==> src/rtl/pattern_seq_pkg.sv <==
// Shared types for the exhaustive pattern sequencer: ordering modes and FSM states.
package pattern_seq_pkg;

    typedef enum logic [1:0] {
        MODE_BIN_UP   = 2'b00,
        MODE_BIN_DOWN = 2'b01,
        MODE_GRAY     = 2'b10,
        MODE_BITREV   = 2'b11
    } mode_t;

    typedef enum logic [1:0] {
        IDLE = 2'b00,
        RUN  = 2'b01,
        DONE = 2'b10
    } state_t;

endpackage

==> src/rtl/pattern_sequencer_mapper.sv <==
// Combinational ordinal-to-stimulus mapping for the four supported ordering modes.
module pattern_mapper
    import pattern_seq_pkg::*;
#(
    parameter int WIDTH = 4
) (
    input  logic [WIDTH-1:0] index,
    input  mode_t            mode,
    output logic [WIDTH-1:0] pattern
);

    always_comb begin
        pattern = index;
        case (mode)
            MODE_BIN_UP:   pattern = index;
            MODE_BIN_DOWN: pattern = ~index;
            MODE_GRAY:     pattern = index ^ (index >> 1);
            MODE_BITREV: begin
                for (int b = 0; b < WIDTH; b++) begin
                    pattern[b] = index[WIDTH-1-b];
                end
            end
            default:       pattern = index;
        endcase
    end

endmodule

==> src/rtl/pattern_sequencer.sv <==
// Exhaustive stimulus generator: walks all 2^WIDTH combinations, holding each for
// HOLD_CYCLES clocks and strobing sample on the last hold cycle of every pattern.
module pattern_sequencer
    import pattern_seq_pkg::*;
#(
    parameter int WIDTH       = 4,
    parameter int HOLD_CYCLES = 10
) (
    input  logic             clock,
    input  logic             reset_n,
    input  logic             start,
    input  logic             stop,
    input  logic             pause,
    input  logic [1:0]       mode,
    input  logic             repeat_en,
    output logic [WIDTH-1:0] pattern,
    output logic [WIDTH-1:0] index,
    output logic             busy,
    output logic             sample,
    output logic             wrap,
    output logic             done
);

    localparam int                CNT_W    = $clog2(HOLD_CYCLES + 1);
    localparam logic [CNT_W-1:0]  CNT_LAST = CNT_W'(HOLD_CYCLES - 1);
    localparam logic [WIDTH-1:0]  IDX_LAST = '1;

    state_t            state;
    mode_t             mode_q;
    logic [CNT_W-1:0]  cnt;
    logic [WIDTH-1:0]  idx_nxt;
    mode_t             mode_nxt;
    logic [WIDTH-1:0]  pat_nxt;
    logic              hold_last;
    logic              idx_last;

    // Outside RUN the next ordinal is the first one and the live mode is about to be latched.
    always_comb begin
        idx_nxt  = index + WIDTH'(1);
        mode_nxt = mode_q;
        if (state != RUN) begin
            idx_nxt  = '0;
            mode_nxt = mode_t'(mode);
        end
    end

    pattern_mapper #(
        .WIDTH(WIDTH)
    ) u_mapper (
        .index   (idx_nxt),
        .mode    (mode_nxt),
        .pattern (pat_nxt)
    );

    assign hold_last = (state == RUN) && !pause && (cnt == CNT_LAST);
    assign idx_last  = (index == IDX_LAST);

    // Strobes are decoded from registered state, gated by pause so a frozen run never strobes.
    assign sample = hold_last;
    assign wrap   = hold_last && idx_last && repeat_en;
    assign busy   = (state == RUN);
    assign done   = (state == DONE);

    always_ff @(posedge clock or negedge reset_n) begin
        if (!reset_n) begin
            state   <= IDLE;
            mode_q  <= MODE_BIN_UP;
            cnt     <= '0;
            index   <= '0;
            pattern <= '0;
        end else if (stop) begin
            state   <= IDLE;
            cnt     <= '0;
            index   <= '0;
            pattern <= '0;
        end else begin
            case (state)
                IDLE, DONE: begin
                    if (start) begin
                        state   <= RUN;
                        mode_q  <= mode_t'(mode);
                        cnt     <= '0;
                        index   <= idx_nxt;
                        pattern <= pat_nxt;
                    end
                end
                RUN: begin
                    if (!pause) begin
                        if (cnt == CNT_LAST) begin
                            cnt <= '0;
                            if (idx_last && !repeat_en) begin
                                state <= DONE;
                            end else begin
                                index   <= idx_nxt;
                                pattern <= pat_nxt;
                            end
                        end else begin
                            cnt <= cnt + CNT_W'(1);
                        end
                    end
                end
                default: state <= IDLE;
            endcase
        end
    end

endmodule

==> config.mk <==
export PLATFORM = sky130hd
export DESIGN_NAME = pattern_sequencer
export DESIGN_NICKNAME = d
export VERILOG_FILES = /design/src/rtl/pattern_seq_pkg.sv /design/src/rtl/pattern_sequencer_mapper.sv /design/src/rtl/pattern_sequencer.sv
export SDC_FILE = /design/constraint.sdc
export NUM_CORES = 1
export LEC_CHECK = 0
export BUFFER_PORTS_ARGS = -buffer_cell sky130_fd_sc_hd__buf_2
export CORE_MARGIN = 8
export CORE_UTILIZATION = 40
export CTS_BUF_LIST = sky130_fd_sc_hd__clkbuf_8
export DETAILED_ROUTE_END_ITERATION = 10
export SYNTH_ARGS = -nofsm -noshare
export SYNTH_HDL_FRONTEND = slang
export SYNTH_SLANG_ARGS = --single-unit
==> constraint.sdc <==
create_clock -name clock -period 2.7 [get_ports clock]
set_clock_uncertainty 0.15 [all_clocks]
set_input_delay 0.54 -clock clock [delete_from_list [all_inputs] [get_ports clock]]
set_output_delay 0.54 -clock clock [all_outputs]
set_load 0.05 [all_outputs]
==> metrics.csv, run 1 <==
metric;value;unit
path_clk_slew;0.06;ns
critical_path.cell_chain;ha_1, nand4_1, nor4_4, buf_2;
finalWorstPathRequiredPeriod;2.35;ns
worst_ep_arrival_time;1.66;ns
layout-area-overhead-vs-synth;13.3;%
final_cell_count_no_fill;162;
floorplan.die_area;4710;um^2
max_clock_freq;426;MHz
clkLatencyLatePin;0.24;ns
worst_setup_path_start_kind;register;
cts_resized;0;
rsz0062_at_grt;no;
dr_total_vias;894;
run_status;completed;
setup-tns-final;0;ns
postSynth.topFlopCell;sky130_fd_sc_hd__dfrtp_1;
core-area;2690;um^2
yosys.cell_types.count;44;
clock_tree.buffer_depth;2;
max_slew_margin;0.613;
maxSlewViolCount;0;
peakVddDrop;0.285;mV
fp.dieH;68.6;um
grt_start_max_net_pins;17;
grt_first_pass_wirelength;4.01;mm
syn-cell-area;1110;um^2
finalCoreUtilization;0.467;
synth_most_common_cell;sky130_fd_sc_hd__dfrtp_1;
gpl.final_weighted_congestion;0.764;
place.detailed.instances;159;
vias_per_cell;5.52;
drt_wl_total;2.37;mm
grt_pass1_vias;912;
drt_first_pass_iters;4;
hold_buffers;0;
fillers;277;
power-per-cell-area;477;nW/um^2
worstHoldPathType;in2async;
worst_setup_path_end_kind;output pin;
hpwl;1.78;mm
worst-endpoint-required;2.01;ns
drv.max_cap_violation_count;0;
core.rowCount;19;
floorplan.initialDensity;0.412;
dieWidth;68.6;um
crit_path_top_delay_cell;sky130_fd_sc_hd__dfrtp_1;
cts_inserted_buffers;3;
cts_post_setup_buffers_inserted;0;
regToRegSetupSlack;0.54;ns
cts_tree;yes;
timing.final.setup_violations;0;
ys.warnings.count;0;
ant_nets;0;
worst_pin_slew;0.580;ns
io_buffers;19;
critPathMaxStageDelay;0.48;ns
io_pins;20;
first_iter_violations;39;
grt_antenna_before_repair;0;
synth.top_cells.by_count;16 x sky130_fd_sc_hd__dfrtp_1, 7 x sky130_fd_sc_hd__nand2_1, 7 x sky130_fd_sc_hd__nor2_1, 7 x sky130_fd_sc_hd__o21ai_0, 6 x sky130_fd_sc_hd__nor4_1;
critPathMaxFanout;8;
clock_tree.htree_level_count;1;
period_share;0.869;
groute.usage.overall;0.110;
seq_area_frac_synth;0.362;
post_synth_edffs;0;
globalRouteOverflowTotal;0;
async_flop_share;1.00;
mappedNetlistNets;124;
postSynthRegisterBits;16;
number_of_hold_slack_violations_in_the_final_timing_report;0;
critPathKind;reg2out;
synth.area.top_cells;sky130_fd_sc_hd__dfrtp_1 36%, sky130_fd_sc_hd__mux2_2 4.1%, sky130_fd_sc_hd__ha_1 3.4%, sky130_fd_sc_hd__nor4_1 3.4%, sky130_fd_sc_hd__o21ai_0 3.2%;
drc_errors_left;0;
leakage_component_of_the_power;0.610;nW
cts_root_buffer;sky130_fd_sc_hd__clkbuf_8;
avgSynthCellArea;9.80;um^2
synth_top_area_share;0.362;
synth_cells;113;
route.detailed.wl_per_inst;14.6;um
drive_above_1_share;0.282;
clock_sinks;16;
final_net_count;144;
antennaDiodeCount;0;
post-synth-top-area-cell;sky130_fd_sc_hd__dfrtp_1;
layout by cell type, fill, tap and decap left out, drive strengths merged, types with 2 or more instances in the layout:
cell    netlist  layout
a21oi         5       5
a221o         2       2
a22o          3       3
buf           3      19
clkbuf        0       3
dfrtp        16      16
ha            3       3
inv           5       5
mux2          4       4
mux2i         4       4
nand2         7       7
nand2b        4       4
nand3         2       2
nand3b        3       3
nand4         3       3
nor2          7       7
nor2b         2       2
nor3          3       3
nor3b         3       3
nor4          6       6
o21ai         7       7
o22ai         2       2
o31ai         2       2
or2b          2       2
xor2          2       2
area by class of cell:
cell class / count / area [um^2] / share of cell area
clock buffers: 3 / 41.3 / 0.0329
inverters: 5 / 26.3 / 0.0209
multi-input cells: 88 / 653 / 0.520
flip-flops and latches: 16 / 400 / 0.319
well taps: 31 / 38.8 / 0.0309
repair buffers: 19 / 95.1 / 0.0758
per-stage QoR:
step | hold slack [ns] | total power, W | area (um^2) | setup WS (ns)
2_1_floorplan | 0.0944 | 0.000402 | 1120 | 0.205
3_3_place_gp | 0.324 | 0.000425 | 1210 | 0.603
3_5_place_dp | 0.329 | 0.000427 | 1210 | 0.543
4_1_cts | 0.0615 | 0.000606 | 1250 | 0.334
5_1_grt | 0.0775 | 0.000633 | 1250 | 0.196
6_report | 0.0478 | 0.000599 | 1250 | 0.355
cells by family (layout without fill, tap and decap cells):
group	count (synthesis)	in the layout	share of synthesized area
compound gates	27	27	0.167
xor+xnor	3	3	0.0237
fa+ha+maj	3	3	0.0339
buf+inv	9	27	0.0621
flops	16	16	0.362
mux	8	8	0.0881
simple gates	47	47	0.263
report_power, final:
| group | internal [W] | total (W) | switching (W) |
|---|---|---|---|
| combinational | 0.0000549 | 0.000140 | 0.0000847 |
| clock | 0.0000987 | 0.000176 | 0.0000771 |
| sequential | 0.000255 | 0.000283 | 0.0000286 |
| total | 0.000408 | 0.000599 | 0.000190 |
sequential cells by signal (all words and copies together), names as in the netlist:
name / flops
mode_q: 2
cnt: 4
state: 2
index: 4
pattern: 4
critical path: cells and delay by family, from the launching register on:
kind / cells / cell delay (ns)
DFF: 1 / 0.48
and+or+nand+nor: 2 / 0.35
buffers and inverters: 1 / 0.30
adders and majority gates: 1 / 0.28
worst paths after layout:
kind	startpoint	to	cells past startpoint
worst max-delay path	index[0]	wrap	4
worst max register to register	state[1]	pattern[1]	6
max in group asynchronous	reset_n	state[0]	1
worst min register to register	pattern[3]	pattern[3]	1
worst min-delay path	reset_n	index[0]	1
min in group clock	pattern[3]	pattern[3]	1
metal layers:
metal | vias to the layer above | share of wire | global-route usage
li1 | 455 | - | -
met1 | 419 | 0.48 | 0.139
met2 | 18 | 0.44 | 0.173
met3 | 2 | 0.065 | 0.0275
met4 | 0 | 0.0084 | 0.0460
met5 | - | 0 | 0
No activity file was read; power rests on OpenSTA's default activity.
==> inputs of run 2 (changes only) <==
Settings changed: RECOVER_POWER set to 100.
==> run 2 against run 1 <==
  * Cell count unchanged
  * Non-clock buffer count unchanged
  * Core utilization down 0.88 points
  * Sequential share of layout area up 0.62 points
  * Combinational power down 4%
  * Sequential power about the same
==> metrics.csv, run 2 (same netlist as run 1, synthesis figures left out) <==
metric;value;unit;change
run_status;completed;;
area.sequential;400;um^2;unchanged
peakVddDrop;0.284;mV;-0.21%
core-area;2690;um^2;unchanged
number_of_hold_slack_violations_in_the_final_timing_report;0;;unchanged
finalWorstPathRequiredPeriod;2.46;ns;+0.110 ns
drv.max_cap_violation_count;0;;unchanged
route.detailed.wl_per_inst;14.7;um;+0.21%
placedInstanceArea;1210;um^2;unchanged
timing.final.setup_violations;0;;unchanged
final_net_count;144;;unchanged
worst_ep_arrival_time;1.77;ns;+0.11 ns
core.rowCount;19;;unchanged
cts_inserted_buffers;3;;unchanged
grt_first_pass_wirelength;4.01;mm;unchanged
cts_root_buffer;sky130_fd_sc_hd__clkbuf_8;;
cts_resized;0;;unchanged
io_buffers;19;;unchanged
io_pins;20;;unchanged
hold_buffers;0;;unchanged
gpl.final_weighted_congestion;0.764;;unchanged
fp.dieH;68.6;um;unchanged
logic_depth_of_the_worst_register_to_register_path;6;;unchanged
globalRouteOverflowTotal;0;;unchanged
drt_wl_total;2.38;mm;+0.21%
worst_pin_slew;0.849;ns;+0.269 ns
clock_tree.htree_level_count;1;;unchanged
ant_nets;0;;unchanged
critPathKind;reg2out;;
max_clock_freq;407;MHz;-4.5%
drive_above_1_share;0.176;;-0.107
biggestRegsByFlops;cnt x4, index x4, pattern x4;;
max_slew_margin;0.434;;-0.179
cts_tree;yes;;
clkLatencyLatePin;0.24;ns;about the same
path_clk_slew;0.06;ns;about the same
grt_antenna_before_repair;0;;unchanged
layout_commonest_cell;sky130_fd_sc_hd__dfrtp_1;;
clock_sinks;16;;unchanged
worst_setup_path_end_kind;output pin;;
worst-endpoint-required;2.01;ns;about the same
worst_hold_slack;0.226;ns;+0.178 ns
worstHoldPathType;in2async;;
groute.usage.overall;0.110;;unchanged
period_share;0.909;;+0.0408
fin_area;1230;um^2;-1.9%
drt_first_pass_iters;4;;unchanged
floorplan.initialDensity;0.412;;unchanged
clock_tree.buffer_depth;2;;unchanged
dieWidth;68.6;um;unchanged
worst_setup_path_start_kind;register;;
power-per-cell-area;482;nW/um^2;+1.1%
mostFrequentLayoutCells;16 x sky130_fd_sc_hd__dfrtp_1, 13 x sky130_fd_sc_hd__clkbuf_1, 7 x sky130_fd_sc_hd__nor2_1, 7 x sky130_fd_sc_hd__nand2_1, 7 x sky130_fd_sc_hd__o21ai_0;;
power.total;0.000594;W;-0.83%
antennaDiodeCount;0;;unchanged
critPathMaxFanout;8;;unchanged
layout-area-overhead-vs-synth;11.2;%;
grt_pass1_vias;912;;unchanged
multi_input_comb_area;652;um^2;-0.19%
dr_total_vias;904;;+1.1%
grt_start_max_net_pins;17;;unchanged
drc_errors_left;0;;unchanged
rsz0062_at_grt;no;;
vias_per_cell;5.58;;+1.1%
fillers;276;;-0.36%
final_cell_count_no_fill;162;;unchanged
maxSlewViolCount;0;;unchanged
first_iter_violations;44;;+13%
hpwl;1.78;mm;unchanged
floorplan.die_area;4710;um^2;unchanged
leakage_component_of_the_power;0.552;nW;-9.5%
setup-tns-final;0;ns;unchanged
place.detailed.instances;159;;unchanged
cts_post_setup_buffers_inserted;0;;unchanged
run 2: cell types whose count changed in the layout (fill, tap and decap cells not counted):
cell,delta
sky130_fd_sc_hd__a21o_1,+1
sky130_fd_sc_hd__a21o_2,-1
sky130_fd_sc_hd__clkinvlp_2,+1
sky130_fd_sc_hd__clkbuf_2,+1
sky130_fd_sc_hd__buf_2,-14
sky130_fd_sc_hd__clkbuf_1,+13
sky130_fd_sc_hd__inv_8,-1
run 2: routing by layer:
layer	track usage	up-vias	wire, um
met5	0	-	0
met4	0.0460	0	20
met3	0.0275	2	148
met2	0.173	16	1060
met1	0.139	429	1150
li1	-	457	-
run 2: metrics by stage:
| step | setup slack [ns] | util |
|---|---|---|
| floorplan | 0.205 | - |
| global placement | 0.603 | 0.452 |
| detailed placement | 0.543 | 0.452 |
| CTS | 0.334 | 0.467 |
| global route | 0.110 | 0.458 |
| finish | 0.245 | 0.458 |
run 2: worst max-delay path: stages, from the launching register on:
cell	delay, ns
sky130_fd_sc_hd__dfrtp_1	0.41
sky130_fd_sc_hd__nand2b_1	0.30
sky130_fd_sc_hd__clkinvlp_2	0.30
sky130_fd_sc_hd__clkbuf_1	0.51
run 2: cell type report:
type,instances,share of cell area
inverters,5,0.0163
flip-flops and latches,16,0.325
clock buffers,3,0.0335
multi-input cells,88,0.529
repair buffers,19,0.0640
well taps,31,0.0315
run 2: where the power goes:
| group | internal (W) | leakage (nW) | switching (W) | total (W) |
|---|---|---|---|---|
| Combinational | 0.0000510 | 0.315 | 0.0000834 | 0.000134 |
| Clock | 0.0000987 | 0.0216 | 0.0000773 | 0.000176 |
| Sequential | 0.000255 | 0.216 | 0.0000286 | 0.000283 |
run 2: worst paths after layout:
path | start | end | slack, ns
max | state[1] | busy | 0.24
min | reset_n | index[0] | 0.23
max reg2reg | state[1] | pattern[1] | 0.33
min reg2reg | pattern[2] | pattern[2] | 0.37
max in group asynchronous | reset_n | state[0] | 1.65
min in group clock | pattern[2] | pattern[2] | 0.37
